==> config.mk <==
export PLATFORM = sky130hd
export DESIGN_NAME = crc_serial_engine
export DESIGN_NICKNAME = d
export VERILOG_FILES = /design/src/rtl/crc_serial_engine.sv
export SDC_FILE = /design/constraint.sdc
export NUM_CORES = 1
export LEC_CHECK = 0
export ABC_AREA = 1
export CORE_AREA = 5 5 81 76
export DETAILED_ROUTE_END_ITERATION = 10
export DIE_AREA = 0 0 86 81
export GPL_ROUTABILITY_DRIVEN = 0
export PLACE_DENSITY = 0.89
export SETUP_SLACK_MARGIN = 0.3
export SYNTH_ARGS = -nofsm -noshare
export SYNTH_HDL_FRONTEND = slang
export SYNTH_SLANG_ARGS = --single-unit
==> constraint.sdc <==
create_clock -name crcinclk -period 1.92 [get_ports crcinclk]
set_input_delay 0.288 -clock crcinclk [delete_from_list [all_inputs] [get_ports crcinclk]]
set_output_delay 0.288 -clock crcinclk [all_outputs]
set_load 0.05 [all_outputs]
==> src/rtl/crc_serial_engine.sv <==
// rtl/crc_serial_engine.sv - parametrised bit-serial CRC engine with check and generate modes
module crc_serial_engine #(
    parameter int               WIDTH      = 16,
    parameter logic [WIDTH-1:0] POLY       = 16'h1021,
    parameter logic [WIDTH-1:0] PRESET     = 16'hFFFF,
    parameter logic [WIDTH-1:0] RESIDUE    = 16'h1D0F,
    parameter bit               INVERT_OUT = 1'b1,
    parameter int               CNTW       = 10
) (
    input  logic             crcinclk,
    input  logic             reset,
    input  logic             start,
    input  logic             genmode,
    input  logic             bitvalid,
    input  logic             crcbitin,
    input  logic             frameend,
    input  logic             outready,
    output logic [WIDTH-1:0] crc,
    output logic [CNTW-1:0]  bitcount,
    output logic             overflow,
    output logic             busy,
    output logic             crcbitout,
    output logic             bitoutvalid,
    output logic             done,
    output logic             crcok
);
    localparam int IDXW = $clog2(WIDTH + 1);

    typedef enum logic [1:0] {S_IDLE, S_ACCUM, S_SHIFTOUT, S_DONE} state_t;

    state_t           state, state_nx;
    logic             gen_q;
    logic [IDXW-1:0]  idx;
    logic [WIDTH-1:0] sreg;
    logic             fb;
    logic [WIDTH-1:0] crc_upd, crc_nx;
    logic [CNTW-1:0]  cnt_nx;
    logic             ovf_nx, ok_nx, accept, last_out;

    // sreg holds the outgoing word and shifts left, so it reads zero once emptied
    assign crcbitout = sreg[WIDTH-1];

    always_comb begin
        fb       = crcbitin ^ crc[WIDTH-1];
        crc_upd  = {crc[WIDTH-2:0], 1'b0} ^ (fb ? POLY : '0);
        crc_nx   = crc;
        cnt_nx   = bitcount;
        ovf_nx   = overflow;
        if (state == S_ACCUM && bitvalid) begin
            crc_nx = crc_upd;
            if (bitcount == '1) ovf_nx = 1'b1;
            else                cnt_nx = bitcount + 1'b1;
        end
        ok_nx    = (crc_nx == RESIDUE) && (int'(cnt_nx) >= WIDTH) && !ovf_nx;
        accept   = bitoutvalid && outready;
        last_out = (idx == IDXW'(WIDTH - 1));
        state_nx = state;
        case (state)
            S_ACCUM:    if (frameend) state_nx = gen_q ? S_SHIFTOUT : S_DONE;
            S_SHIFTOUT: if (accept && last_out) state_nx = S_DONE;
            default:    state_nx = state;
        endcase
        if (start) state_nx = S_ACCUM;
    end

    always_ff @(posedge crcinclk) begin
        if (reset) begin
            state       <= S_IDLE;
            busy        <= 1'b0;
        end else begin
            state       <= state_nx;
            busy        <= (state_nx == S_ACCUM) || (state_nx == S_SHIFTOUT);
        end
    end

    always_ff @(posedge crcinclk) begin
        if (reset) begin
            crc         <= PRESET;
            bitcount    <= '0;
            overflow    <= 1'b0;
            bitoutvalid <= 1'b0;
            done        <= 1'b0;
            crcok       <= 1'b0;
            idx         <= '0;
            sreg        <= '0;
            gen_q       <= 1'b0;
        end else if (start) begin
            crc         <= PRESET;
            bitcount    <= '0;
            overflow    <= 1'b0;
            bitoutvalid <= 1'b0;
            done        <= 1'b0;
            crcok       <= 1'b0;
            idx         <= '0;
            sreg        <= '0;
            gen_q       <= genmode;
        end else begin
            case (state)
                S_ACCUM: begin
                    crc      <= crc_nx;
                    bitcount <= cnt_nx;
                    overflow <= ovf_nx;
                    if (frameend) begin
                        if (gen_q) begin
                            bitoutvalid <= 1'b1;
                            idx         <= '0;
                            sreg        <= INVERT_OUT ? ~crc_nx : crc_nx;
                        end else begin
                            done  <= 1'b1;
                            crcok <= ok_nx;
                        end
                    end
                end
                S_SHIFTOUT: begin
                    if (accept) begin
                        sreg <= {sreg[WIDTH-2:0], 1'b0};
                        if (last_out) begin
                            bitoutvalid <= 1'b0;
                            done        <= 1'b1;
                        end else begin
                            idx <= idx + 1'b1;
                        end
                    end
                end
                default: ;
            endcase
        end
    end
endmodule
==> qor.yml, run 1 <==
outcome: "finished clean"
crit_fanout: 8
avgViaCountPerCell: 5.61
grt_pass1_vias: 2743
antenna_found_initial: 0
cts_root_buf: "clkbuf_8"
rr_worst_depth: 11
routed_wl_um: 8340
leakage_nw: 1.67
grt_max_degree: 38
core-area_mm2: 0.00516
grt_pass1_wl_um: 12800
drc: 0
worst_ep_arrival_time_ns: 2.02
synth_cells: 407
ys_async_sr_fraction: 0
area.growth.synth_to_final_pct: 35.5
seq_area_frac_synth: 0.407
start_kind: "register"
end_kind: "register"
drt-pass1-iter-count: 6
hold_depth: 2
synthDistinctLibCells: 31
startpoint: "state[1]"
gr-total-overflow: 0
yosysTopAreaCell: "dfxtp_1"
synth_warnings: 0
r2r-end: "sreg[1]"
synth-edff-count: 0
relSlewSlack: 0.646
wire_per_inst_um: 15.7
pin_count: 40
grtUsageTotal: 0.229
synth_area_per_cell_um2: 6.64
tritoncts: "yes"
syn_nets: 421
nets: 479
drv_slew: 0
dieArea_mm2: 0.00697
period_minus_slack_ns: 1.78
n_antenna_cell: 0
drtIter0Drc: 204
clock_sinks: 55
required_ns: 2.16
hold_class: "reg2reg"
synthTopCellsByCount: "nand2_1 (132), inv_1 (57), dfxtp_1 (55)"
clk_pin_slew_ns: 0.10
numPortBuffers: 39
final_core_util: 0.709
synth_top_area_frac: 0.407
drive_gt1_frac: 0.165
power_mw: 2.38
power_density_mw_per_mm2: 651
stdcell_count: 533
reg2reg_setup_slack_ns: 0.14
drv_cap: 0
clockBufferDepth: 2
htree_levels: 2
fin_worst_skew_ns: 0.00628
cts_made_buffers: 5
die_y_um: 81
finalCritPeriodShare: 0.927
fmax_mhz: 562
worstMarginPinSlew_ns: 0.533
fp.dieW_um: 86
place_hpwl_um: 4890
grt_setup_unrepaired: "yes"
min_from: "done"
synth_area_leaders: "dfxtp_1 (41%), nand2_1 (18%), inv_1 (7.9%)"
syn_area_mm2: 0.00270
synth_flop_cell: "dfxtp_1"
ant_nets: 0
peakVddDrop_mv: 0.521
placementRows: 25
finalHoldViolCount: 0
worstReg2RegStart: "state[1]"
worst_skew_pair.late_latency_ns: 0.33
cp-endpoint: "sreg[1]"
dp_cells: 510
synth-seq-cells: 55
n_fill_cell: 383
setup_viol: 0
path_class: "reg2reg"
start_util: 0.524
vias: 2990
yosysMostFrequentCell: "nand2_1"
[through the flow]
step                setup TNS, ns  hold WS, ns  setup slack (ns)  area (um^2)
floorplan                       0        0.366             0.325         2720
global placement                0        0.447            0.0379         3260
detailed placement        -0.0745        0.453           -0.0745         3260
CTS                             0        0.464             0.164         3490
global route                    0        0.489            0.0384         3660
finish                          0        0.469             0.140         3660
[state kept, by name, indices dropped and copies added, names as in the netlist, 2 cells and up]
signal,flops
idx,5
crc,16
bitcount,10
state,2
sreg,16
[cell type report]
class                   instances  area (um^2)  area share
clock buffers                   5         68.8      0.0188
clock inverters                 3         26.3     0.00718
inverters                      58          223      0.0608
multi-input cells             279         1440       0.394
flip-flops and latches         55         1120       0.306
well taps                      67         83.8      0.0229
repair buffers                 66          698       0.191
[logic make-up after synthesis]
family,count (synthesis),synth area share
and+or+nand+nor,200,0.300
AOI/OAI and AO/OA,72,0.152
buffers and inverters,73,0.109
DFF,55,0.407
adders and majority gates,6,0.0278
xor gates and xnor gates,1,0.00324
[cell usage in the layout, fill, tap and decap left out, types with 2 or more instances in the layout]
master,n
o21ai_2,4
o21a_1,2
dfxtp_2,9
nand4_1,8
nand2_2,4
o21ai_1,9
nor2_2,3
buf_6,4
inv_6,2
clkbuf_16,2
nand3_1,16
a21oi_1,10
o21ai_0,22
buf_12,5
nor2_1,32
dfxtp_4,2
nor3_1,2
a31oi_1,15
ha_4,3
dlygate4sd2_1,30
buf_4,14
nand2_4,2
dfxtp_1,44
nor2_4,2
clkdlybuf4s50_1,7
nand2_1,126
inv_4,2
clkbuf_2,2
inv_1,55
ha_1,2
buf_16,2
clkbuf_8,5
a211oi_1,2
[worst min path at each step]
stage	to	slack, ns
after floorplan	gen_q	0.37
after global placement	done	0.45
after CTS	idx[0]	0.46
after global routing	idx[0]	0.49
final	done	0.47
after detailed placement	done	0.45
[worst max-delay path: stages (launching register included)]
cell	delay, ns
dfxtp_2	0.35
inv_2	0.05
ha_4	0.19
buf_6	0.14
o21ai_2	0.07
nand2_2	0.09
buf_4	0.15
nor2_4	0.10
buf_6	0.13
buf_12	0.11
o21ai_0	0.10
a31oi_1	0.23
[timing repair]
item | in CTS | in global routing
pin swaps | 4 | 12
resized for setup | 52 | 37
gates cloned | 2 | 2
hold buffers | 0 | 0
setup buffers | 6 | 5
setup endpoints to repair | 45 | 29
[layer usage]
metal  track usage  vias up  share of wire
met5             0        -              0
met4        0.0965        0          0.031
met1         0.272     1367           0.40
li1              -     1417              -
met3        0.0426       37          0.071
met2         0.406      169           0.50
[where the power goes]
group          switching [mW]  internal (mW)
Combinational           0.281          0.202
Sequential             0.0242           1.17
Clock                   0.432          0.270
Total                   0.737           1.65
No activity file was read; power rests on OpenSTA's default activity.
==> inputs of run 2 (changes only) <==
--- a/config.mk
+++ b/config.mk
@@ -6,11 +6,11 @@
 export NUM_CORES = 1
 export LEC_CHECK = 0
 export ABC_AREA = 1
-export CORE_AREA = 5 5 81 76
+export CORE_AREA = 5 5 89 83
 export DETAILED_ROUTE_END_ITERATION = 10
-export DIE_AREA = 0 0 86 81
+export DIE_AREA = 0 0 94 88
 export GPL_ROUTABILITY_DRIVEN = 0
-export PLACE_DENSITY = 0.89
+export PLACE_DENSITY = 0.78
 export SETUP_SLACK_MARGIN = 0.3
 export SYNTH_ARGS = -nofsm -noshare
 export SYNTH_HDL_FRONTEND = slang
==> constraint.sdc (replaced) <==
create_clock -name crcinclk -period 1.92 [get_ports crcinclk]
set_input_delay 0.288 -clock crcinclk [delete_from_list [all_inputs] [get_ports crcinclk]]
set_output_delay 0.288 -clock crcinclk [all_outputs]
set_load 0.1 [all_outputs]
==> qor.yml, run 2 (synthesis gave the netlist of run 1 again) <==
outcome: "finished clean"
switchingPower_mw: 0.713  # -3.3%
power_mw: 2.28  # -4.1%
end_kind: "register"
crit_family: "simple AND/OR/NAND/NOR gates"
worst_ep_arrival_time_ns: 1.90  # -0.12 ns
grt_max_degree: 32  # -16%
grt.met1_usage: 0.216  # -0.0563
setup_viol: 0  # unchanged
pwr-share-seq: 0.520  # +0.017
grt_pass1_vias: 2617  # -4.6%
final_common_cell: "nand2_1"
setup_tns_ns: 0  # unchanged
fp.dieW_um: 94  # +9.3%
cpMostUsedCell: "nand3_1"
clock_sinks: 55  # unchanged
final_core_util: 0.573  # -0.137
cts_made_buffers: 5  # unchanged
wire_per_inst_um: 12.8  # -18%
antenna_found_initial: 0  # unchanged
critical_path_depth: 12  # +1
pwr-share-clk: 0.280  # -0.015
comb_power_share: 0.200  # -0.003
leakage_nw: 1.67  # -0.28%
rr_worst_depth: 12  # +1
gr-total-overflow: 0  # unchanged
clk_pin_slew_ns: 0.10  # about the same
avgViaCountPerCell: 5.00  # -11%
vias: 2796  # -6.5%
grt_pass1_wl_um: 11600  # -8.8%
worst_skew_pair.late_latency_ns: 0.31  # -0.02 ns
pin_count: 40  # unchanged
placementRows: 28  # +12%
grt_setup_unrepaired: "yes"
start_util: 0.424  # -0.0998
htree_levels: 2  # unchanged
worstReg2RegStart: "state[1]"
tritoncts: "yes"
drv_slew: 0  # unchanged
n_antenna_cell: 0  # unchanged
hold_depth: 2  # unchanged
core-area_mm2: 0.00638  # +24%
slowest_delay_ns: 0.37  # +0.02 ns
area.growth.synth_to_final_pct: 35.1
grtUsageTotal: 0.173  # -0.0559
finalHoldViolCount: 0  # unchanged
slowest_stage: "dfxtp_4"
drt-pass1-iter-count: 5  # -1
hold_class: "reg2reg"
most-common-layout-cells: "nand2_1 (124), buf_4 (56), inv_1 (54), nor2_1 (29), dfxtp_1 (27)"
cts_root_buf: "clkbuf_8"
dp_cells: 537  # +5.3%
met2_usage: 0.298  # -0.108
ant_nets: 0  # unchanged
clockBufferDepth: 2  # unchanged
fin_worst_skew_ns: 0.00946  # +0.00318 ns
cts_hold_buf: 0  # unchanged
startpoint: "state[1]"
busiest_layer: "met2"
relSlewSlack: 0.783  # +0.137
stdcell_count: 559  # +4.9%
internal_power_mw: 1.57  # -4.4%
worstMarginPinSlew_ns: 0.324  # -0.209 ns
use_met3: 0.0326  # -0.00995
dieArea_mm2: 0.00827  # +19%
switching_share: 0.312  # +0.00243
start_kind: "register"
finalCritPeriodShare: 0.880  # -0.0472
largestRegisters: "crc x16, sreg x16, bitcount x10"
drtIter0Drc: 179  # -12%
period_minus_slack_ns: 1.69  # -0.0906 ns
numPortBuffers: 39  # unchanged
min_from: "done"
place_hpwl_um: 5080  # +4.0%
nets: 482  # +0.63%
crit_fanout: 4  # -4
path_class: "reg2reg"
fmax_mhz: 592  # +5.4%
routed_wl_um: 7180  # -14%
cp_cell_sequence: "inv_4 -> ha_4 -> buf_4 -> nand3_1 -> nor2_2 -> nand3_1 -> nand2_1 -> nand3_2 -> nor2_2 -> nand3_1 -> nand2_1 -> a21oi_2"
drc: 0  # unchanged
peakVddDrop_mv: 0.364  # -30%
drv_cap: 0  # unchanged
die_y_um: 88  # +8.6%
layout_setup_ws_ns: 0.230  # +0.0906 ns
place_ws_ns: -0.0164  # +0.0581 ns
cp_num_buf_inv: 2  # -3
drive_gt1_frac: 0.292  # +0.127
required_ns: 2.13  # -0.03 ns
power_density_mw_per_mm2: 626  # -3.9%
[run 2: cell count changes in the layout (fill, tap and decap cells not counted), moves of 4 or more]
| cell | change |
|---|---|
| buf_4 | +42 |
| dlygate4sd2_1 | -30 |
| dfxtp_1 | -17 |
| dfxtp_2 | +10 |
| dfxtp_4 | +7 |
| o21ai_1 | -5 |
| buf_6 | -4 |
| nor2_2 | +4 |
[run 2: worst reg2reg max path: cells and delay by family (launching register included)]
kind	cells	cell delay (ns)
AND/OR/NAND/NOR	8	0.80
flip-flops	1	0.37
buffers and inverters	2	0.20
adder cells (fa/ha/maj)	1	0.18
AO/OA/AOI/OAI	1	0.05
[run 2: worst paths after layout]
| path | end | slack, ns |
|---|---|---|
| hold reg to reg | done | 0.46 |
| setup / recovery | crcok | 0.23 |
| setup reg to reg | crcok | 0.23 |
| hold / removal | done | 0.46 |
[run 2: final cells by class]
cell class	count	area [um^2]
Clock buffer	5	68.8
Clock inverter	3	15.0
Fill cell	573	2720
Inverter	58	225
Multi-Input combinational cell	279	1460
Sequential cell	55	1160
Tap cell	90	113
Timing Repair Buffer	69	616
[run 2: per-stage QoR]
stage / area, um^2 / hold WS, ns
2_1_floorplan: 2780 / 0.366
3_3_place_gp: 3280 / 0.444
3_5_place_dp: 3280 / 0.448
4_1_cts: 3430 / 0.462
5_1_grt: 3650 / 0.496
6_report: 3650 / 0.458
[run 2: metal layers]
layer / vias to the layer above / wire length, um / share of wire
li1: 1420 / - / -
met3: 16 / 276 / 0.038
met1: 1283 / 3140 / 0.44
met2: 77 / 3600 / 0.50
met4: 0 / 162 / 0.023
met5: - / 0 / 0
[run 2: repair_timing]
item | 4_1_cts | 5_1_grt
gates resized for setup | 15 | 39
endpoints found under the hold margin | 0 | 0
setup endpoints to repair | 16 | 25
pin swaps | 2 | 22
buffers inserted | 5 | 7
cloned | 0 | 2
[run 2: power groups by stage]
stage	clock [mW]	combinational (mW)	sequential [mW]
global placement	0	0.390	1.21
detailed placement	0	0.397	1.21
finish	0.640	0.457	1.19
CTS	0.653	0.409	1.19
global route	0.708	0.494	1.19
floorplan	0	0.176	1.32
==> inputs of run 3 (changes only) <==
--- a/config.mk
+++ b/config.mk
@@ -10,6 +10,7 @@
 export DETAILED_ROUTE_END_ITERATION = 10
 export DIE_AREA = 0 0 94 88
 export GPL_ROUTABILITY_DRIVEN = 0
+export MAX_ROUTING_LAYER = met4
 export PLACE_DENSITY = 0.78
 export SETUP_SLACK_MARGIN = 0.3
 export SYNTH_ARGS = -nofsm -noshare
==> qor.yml, run 3 (synthesis gave the netlist of run 1 again) <==
antenna_found_initial: 0  # unchanged
grt_pass1_wl_um: 11600  # unchanged
worstMarginPinSlew_ns: 0.323  # -0.00136 ns
pin_count: 40  # unchanged
start_util: 0.424  # unchanged
worst_ep_arrival_time_ns: 1.91  # about the same
fp.dieW_um: 94  # unchanged
final_common_cell: "nand2_1"
tritoncts: "yes"
drv_cap: 0  # unchanged
routed_wl_um: 7180  # about the same
reg2reg_setup_slack_ns: 0.23  # about the same
wire_per_inst_um: 12.8  # about the same
most-common-layout-cells: "nand2_1 (124), buf_4 (56), inv_1 (54), nor2_1 (29), dfxtp_1 (27)"
leakage_nw: 1.67  # unchanged
largestRegisters: "crc x16, sreg x16, bitcount x10"
nets: 482  # unchanged
hold_depth: 2  # unchanged
drtIter0Drc: 180  # +0.56%
end_kind: "register"
gr-total-overflow: 0  # unchanged
cts_root_buf: "clkbuf_8"
grtUsageTotal: 0.179  # +0.00540
hold_end: "done"
clk_pin_slew_ns: 0.10  # about the same
area.growth.synth_to_final_pct: 35.1  # unchanged
setup_tns_ns: 0  # unchanged
peakVddDrop_mv: 0.365  # +0.26%
vias: 2800  # +0.14%
dieArea_mm2: 0.00827  # unchanged
finalHoldViolCount: 0  # unchanged
rr_worst_depth: 12  # unchanged
drc: 0  # unchanged
n_antenna_cell: 0  # unchanged
whs_ns: 0.458  # -0.0000180 ns
core-area_mm2: 0.00638  # unchanged
power_density_mw_per_mm2: 627  # +0.26%
fmax_mhz: 593  # +0.15%
dp_cells: 537  # unchanged
fin_worst_skew_ns: 0.00926  # -0.000196 ns
min_from: "done"
stdcell_count: 559  # unchanged
ant_nets: 0  # unchanged
placementRows: 28  # unchanged
worst_skew_pair.late_latency_ns: 0.32  # about the same
start_kind: "register"
period_minus_slack_ns: 1.69  # -0.00257 ns
path_class: "reg2reg"
htree_levels: 2  # unchanged
grt_pass1_vias: 2621  # +0.15%
grt_setup_unrepaired: "yes"
relSlewSlack: 0.784  # +0.000909
clock_sinks: 55  # unchanged
outcome: "finished clean"
crit_fanout: 4  # unchanged
drive_gt1_frac: 0.292  # unchanged
cts_hold_buf: 0  # unchanged
numPortBuffers: 39  # unchanged
cts_made_buffers: 5  # unchanged
place_hpwl_um: 5080  # unchanged
r2r-end: "crcok"
power_mw: 2.29  # +0.26%
hold_class: "reg2reg"
required_ns: 2.14  # about the same
worstReg2RegStart: "state[1]"
avgViaCountPerCell: 5.01  # +0.14%
finalCritPeriodShare: 0.879  # -0.00134
die_y_um: 88  # unchanged
grt_max_degree: 32  # unchanged
drv_slew: 0  # unchanged
setup_viol: 0  # unchanged
clockBufferDepth: 2  # unchanged
drt-pass1-iter-count: 5  # unchanged
## run 3: through the flow
step	worst slack (ns)	utilization	instance area [um^2]
floorplan	0.282	-	2780
global placement	-0.00348	0.515	3280
detailed placement	-0.0164	0.515	3280
CTS	0.264	0.537	3430
global route	0.102	0.573	3650
finish	0.233	0.573	3650
## run 3: worst max path at each step
stage,from,end,cells past startpoint
after floorplan,crc[14],crcok,9
after global placement,bitvalid,crcok,12
after detailed placement,bitvalid,crcok,12
after CTS,state[1],crcok,13
after global routing,state[1],crcok,12
final,state[1],crcok,12
## run 3: area by class of cell
type,count,area [um^2]
clock inverter,3,15.0
inverter,58,225
timing repair buffer,69,616
multi-input combinational,279,1460
sequential,55,1160
clock buffer,5,68.8
tap,90,113
fill,573,2720
## run 3: layer usage
metal | track usage | wire length [um] | vias to the layer above
met2 | 0.298 | 3600 | 80
met1 | 0.216 | 3130 | 1277
met3 | 0.0326 | 272 | 20
met5 | - | 0 | -
met4 | 0.0669 | 172 | 0
li1 | - | - | 1423
## run 3: timing repair
action	4_1_cts	5_1_grt
pin swaps	2	22
gates resized for setup	15	39
endpoints found under the hold margin	0	0
setup buffers	5	7
cloned	0	2
endpoints found under the setup margin	16	25
## run 3: critical path, cell delays in order (launching register included)
cell     delay (ns)
dfxtp_4        0.37
inv_4          0.06
ha_4           0.18
buf_4          0.14
nand3_1        0.09
nor2_2         0.15
nand3_1        0.07
nand2_1        0.09
nand3_2        0.09
nor2_2         0.12
nand3_1        0.09
nand2_1        0.09
a21oi_2        0.05
## run 3: report_power, final
group          switching, mW  total, mW  internal (mW)  leakage, nW
Sequential            0.0227       1.19           1.17        0.450
Combinational          0.301      0.457          0.155         1.17
Clock                  0.395      0.646          0.251       0.0477
==> edit 1 (flow settings as in run 2) <==
Change the parameter `INVERT_OUT` from 1'b1 to 1'b0.
--- a/src/rtl/crc_serial_engine.sv
+++ b/src/rtl/crc_serial_engine.sv
@@ -5,5 +5,5 @@
     parameter logic [WIDTH-1:0] PRESET     = 16'hFFFF,
     parameter logic [WIDTH-1:0] RESIDUE    = 16'h1D0F,
-    parameter bit               INVERT_OUT = 1'b1,
+    parameter bit               INVERT_OUT = 1'b0,
     parameter int               CNTW       = 10
 ) (
Function: changed (Yosys sat finds a counterexample within 4 cycles, from zero or initial values and one cycle with reset high).
==> edit 1 against run 2 <==
Worst setup slack got worse by 56 ps; sequential cell count did not move; synthesized cell count fell by 3.9%; count of clock-buffer cells in the layout rose by 3; cell area rose by 5.9%; wire length rose by 12%; combinational power rose by 35%; power rose by 11%; critical path type unchanged; via count rose by 4.2%; non-clock buffer count rose by 12; clock power rose by 12%; area after synthesis fell by 0.51%.
==> edit 1: results (changes against run 2) <==
[placement]
place_hpwl_microns = 4920  ; was 5080 microns
place_area_sq_um = 3260  ; was 3280 sq um
dp_slack_ps = -86.9  ; was -16.4 ps
place_inst = 527  ; was 537

[route]
dr.pass1.iters = 6  ; was 5
drt_iter0_drc = 199  ; was 179
wl_microns = 8010  ; was 7180 microns
avgViaCountPerCell = 5.25  ; was 5.00

[final_layout]
multi_input_area_share_pct = 41.2  ; was 39.9%
seq_share_pct = 29.8  ; was 31.7%
clock_area_share_pct = 2.59  ; was 2.30%
n_all_buffers = 81  ; was 69
nMultiInputCombCells = 277  ; was 279
nNonClkInverters = 44  ; was 58
fill_cells = 524  ; was 573
drive_gt1_share_pct = 37.6  ; was 29.2%
layout.nets = 478  ; was 482
seq_cells = 55  ; unchanged
bufAreaShareNonClock_pct = 19.0  ; was 16.9%

[power]
peakVddDrop_uv = 326  ; was 364 uV
powerDensity_nw_per_um2 = 657  ; was 626 nW/um^2
leakage_nw = 1.70  ; was 1.67 nW

[logic_synthesis]
synthXorXnorAreaFrac_pct = 0.326  ; was 0.324%
syn_nets = 405  ; was 421
synth_area_leaders = dfxtp_1 41%, nand2_1 14%, a21oi_1 8.0%  ; was dfxtp_1 41%, nand2_1 18%, inv_1 7.9%

[setup_path]
crit_arrival_ps = 1950  ; was 1900 ps
crit_fanout = 15  ; was 4
slowest_delay_ps = 340  ; was 370 ps

[outcome]
status = complete, no violations  ; unchanged

[global_routing]
grt_use_total_pct = 17.9  ; was 17.3%
grt_pass1_wl_microns = 11900  ; was 11600 microns

[sta]
skew_ps = 15.6  ; was 9.46 ps

-- edit 1: timing repair --
action,in CTS,in global routing
hold buffers,0,0
pin swaps,10,19
gates cloned,2,2
buffers inserted,10,6
endpoints found under the setup margin,33,25
resized for setup,37,49
-- edit 1: per-layer routing --
| metal | GRT usage, % | wire [microns] |
|---|---|---|
| met4 | 4.99 | 180 |
| met5 | 0 | 0 |
| met1 | 22.0 | 3300 |
| met3 | 4.12 | 566 |
| met2 | 31.5 | 3960 |
-- edit 1: report_power, final --
group | internal, mW | switching [mW] | leakage (nW) | total (mW)
sequential | 1.17 | 0.0299 | 0.449 | 1.20
clock | 0.330 | 0.387 | 0.0515 | 0.718
combinational | 0.235 | 0.383 | 1.20 | 0.618
-- edit 1: how the worst min path moves through the flow --
stage / to / depth (start not counted) / slack [ps] / start
after floorplan: state[0] / 1 / 360 / reset
after global placement: done / 2 / 440 / done
after detailed placement: done / 2 / 450 / done
after CTS: done / 2 / 460 / done
after global routing: idx[4] / 2 / 490 / idx[4]
final: done / 2 / 460 / done
==> edit 2 (config.mk and constraints of run 2) <==
Made on the original files. Register the output `bitcount` once more, cleared by the reset; this adds one clock of latency there. The other outputs are not delayed to match.
--- a/src/rtl/crc_serial_engine.sv
+++ b/src/rtl/crc_serial_engine.sv
@@ -29,4 +29,6 @@
     typedef enum logic [1:0] {S_IDLE, S_ACCUM, S_SHIFTOUT, S_DONE} state_t;
 
+    logic [CNTW-1:0] bitcount_s0;
+
     state_t           state, state_nx;
     logic             gen_q;
@@ -45,10 +47,10 @@
         crc_upd  = {crc[WIDTH-2:0], 1'b0} ^ (fb ? POLY : '0);
         crc_nx   = crc;
-        cnt_nx   = bitcount;
+        cnt_nx   = bitcount_s0;
         ovf_nx   = overflow;
         if (state == S_ACCUM && bitvalid) begin
             crc_nx = crc_upd;
-            if (bitcount == '1) ovf_nx = 1'b1;
-            else                cnt_nx = bitcount + 1'b1;
+            if (bitcount_s0 == '1) ovf_nx = 1'b1;
+            else                cnt_nx = bitcount_s0 + 1'b1;
         end
         ok_nx    = (crc_nx == RESIDUE) && (int'(cnt_nx) >= WIDTH) && !ovf_nx;
@@ -77,5 +79,5 @@
         if (reset) begin
             crc         <= PRESET;
-            bitcount    <= '0;
+            bitcount_s0 <= '0;
             overflow    <= 1'b0;
             bitoutvalid <= 1'b0;
@@ -87,5 +89,5 @@
         end else if (start) begin
             crc         <= PRESET;
-            bitcount    <= '0;
+            bitcount_s0 <= '0;
             overflow    <= 1'b0;
             bitoutvalid <= 1'b0;
@@ -99,5 +101,5 @@
                 S_ACCUM: begin
                     crc      <= crc_nx;
-                    bitcount <= cnt_nx;
+                    bitcount_s0 <= cnt_nx;
                     overflow <= ovf_nx;
                     if (frameend) begin
@@ -127,3 +129,11 @@
         end
     end
+    always_ff @(posedge crcinclk) begin
+        if (reset) begin
+            bitcount <= '0;
+        end else begin
+            bitcount <= bitcount_s0;
+        end
+    end
+
 endmodule
Behaviour: not the same (Yosys sat finds a counterexample within 4 cycles, from zero or initial values and one cycle with reset high).
==> edit 2 against run 2 <==
Wire length is 8.6% higher; critical endpoint unchanged; cell area is 12% higher; sequential cell count is 10 higher; clock power is 80% higher; worst setup slack worse by 9.4 ps; area after synthesis is 8.1% higher; power is 32% higher; largest power group unchanged; critical path depth is 1 higher.
==> edit 2: results (changes against run 2) <==
[logic_synthesis]
syn_nets = 435  ; was 421
synth_compound_area_share_pct = 14.2  ; was 15.2%
synth_commonest_cells = 124 x nand2_1, 65 x dfxtp_1, 56 x inv_1  ; was 132 x nand2_1, 57 x inv_1, 55 x dfxtp_1
synth_fa_ha_area_share_pct = 2.57  ; was 2.78%
synth_area_leaders = dfxtp_1 45%, nand2_1 16%, inv_1 7.2%  ; was dfxtp_1 41%, nand2_1 18%, inv_1 7.9%
async_flop_share_pct = 0  ; unchanged
synthXorXnorAreaFrac_pct = 0.600  ; was 0.324%
seq_area_frac_synth_pct = 44.6  ; was 40.7%

[setup_path]
crit_fanout = 6  ; was 4
ff2ff_path_depth = 13  ; was 12
crit_slowest_cell = dfxtp_2  ; was dfxtp_4
crit_arrival_ps = 1990  ; was 1900 ps
slowest_delay_ps = 330  ; was 370 ps

[final_layout]
layout.nets = 502  ; was 482
drive_gt1_share_pct = 31.2  ; was 29.2%
instances_no_fill = 583  ; was 559

[outcome]
status = complete, no violations  ; unchanged

[global_routing]
grt_use_total_pct = 18.4  ; was 17.3%
use_met1_pct = 19.8  ; was 21.6%
grt_max_degree = 37  ; was 32
grt_use_met2_pct = 32.6  ; was 29.8%
grt_pass1_vias = 2721  ; was 2617

[power]
switching_share_pct = 29.1  ; was 31.2%
leakage_nw = 1.80  ; was 1.67 nW
peakVddDrop_uv = 369  ; was 364 uV

[placement]
place_area_sq_um = 3450  ; was 3280 sq um
place_inst = 551  ; was 537
dp_slack_ps = -17.6  ; was -16.4 ps

[sta]
relSlewSlack_pct = 78.7  ; was 78.3%
skew_ps = 7.50  ; was 9.46 ps
fmax_ghz = 0.589  ; was 0.592 GHz

[route]
wl_microns = 7790  ; was 7180 microns
vias = 2943  ; was 2796
drt_iter0_drc = 205  ; was 179

[clock_network]
clkLatencyLatePin_ps = 350  ; was 310 ps
clk_pin_slew_ps = 70  ; was 100 ps
numCtsBuffers = 9  ; was 5
clk_path_buf_depth = 2  ; unchanged

-- edit 2: changes by cell type after synthesis, sizes merged, moves of 2 or more --
cell	run 2	this run
nor2	37	48
a21oi	12	16
nand2	133	125
clkinv	0	2
nand3	17	20
nand4	8	3
dfxtp	55	65
-- edit 2: metal layers --
metal	vias to the layer above	share of wire [%]	routed length [microns]
li1	1474	-	-
met1	1347	41	3190
met2	99	51	3970
met3	23	4.4	342
met4	0	3.7	291
met5	-	0	0
-- edit 2: worst max path at each step --
| stage | to | depth (start not counted) |
|---|---|---|
| finish | crcok | 13 |
| global route | crcok | 13 |
| CTS | crcok | 13 |
| detailed placement | crcok | 10 |
| global placement | crcok | 12 |
| floorplan | crcok | 9 |
-- edit 2: cell type report --
type / count / area, sq um
Multi-Input combinational cell: 282 / 1580
Fill cell: 512 / 2300
Inverter: 59 / 226
Clock buffer: 9 / 124
Tap cell: 90 / 113
Sequential cell: 65 / 1330
Clock inverter: 7 / 70.1
Timing Repair Buffer: 71 / 633
-- edit 2: per-stage QoR --
stage	hold WS [ps]	utilization [%]
detailed placement	454	54.0
finish	464	63.9
floorplan	366	-
global route	492	63.9
global placement	442	54.0
CTS	466	59.6
-- edit 2: kinds of logic after synthesis --
| group | count (synthesis) |
|---|---|
| AOI/OAI and AO/OA | 74 |
| xor gates and xnor gates | 2 |
| and+or+nand+nor | 200 |
| DFF | 65 |
| adders and majority gates | 6 |
| buffers and inverters | 74 |
-- edit 2: power groups by stage --
stage | sequential, mW | combinational, mW | clock, mW
finish | 1.41 | 0.460 | 1.15
global placement | 1.43 | 0.352 | 0
global route | 1.41 | 0.491 | 1.22
floorplan | 1.52 | 0.168 | 0
CTS | 1.40 | 0.394 | 1.17
detailed placement | 1.43 | 0.360 | 0
-- edit 2: worst register-to-register path: cells and delay by family, from the launching register on --
| kind | cells | cell delay, ps |
|---|---|---|
| simple gates | 8 | 690 |
| flops | 1 | 330 |
| compound gates | 2 | 210 |
| buf+inv | 2 | 230 |
| fa+ha+maj | 1 | 180 |
-- edit 2: repair_timing --
action                                  in CTS  in global routing
endpoints found under the setup margin      14                 29
pin swaps                                    6                 24
gates cloned                                 1                  1
endpoints found under the hold margin        0                  0
gates resized for setup                     27                 50
buffers inserted                             7                  7
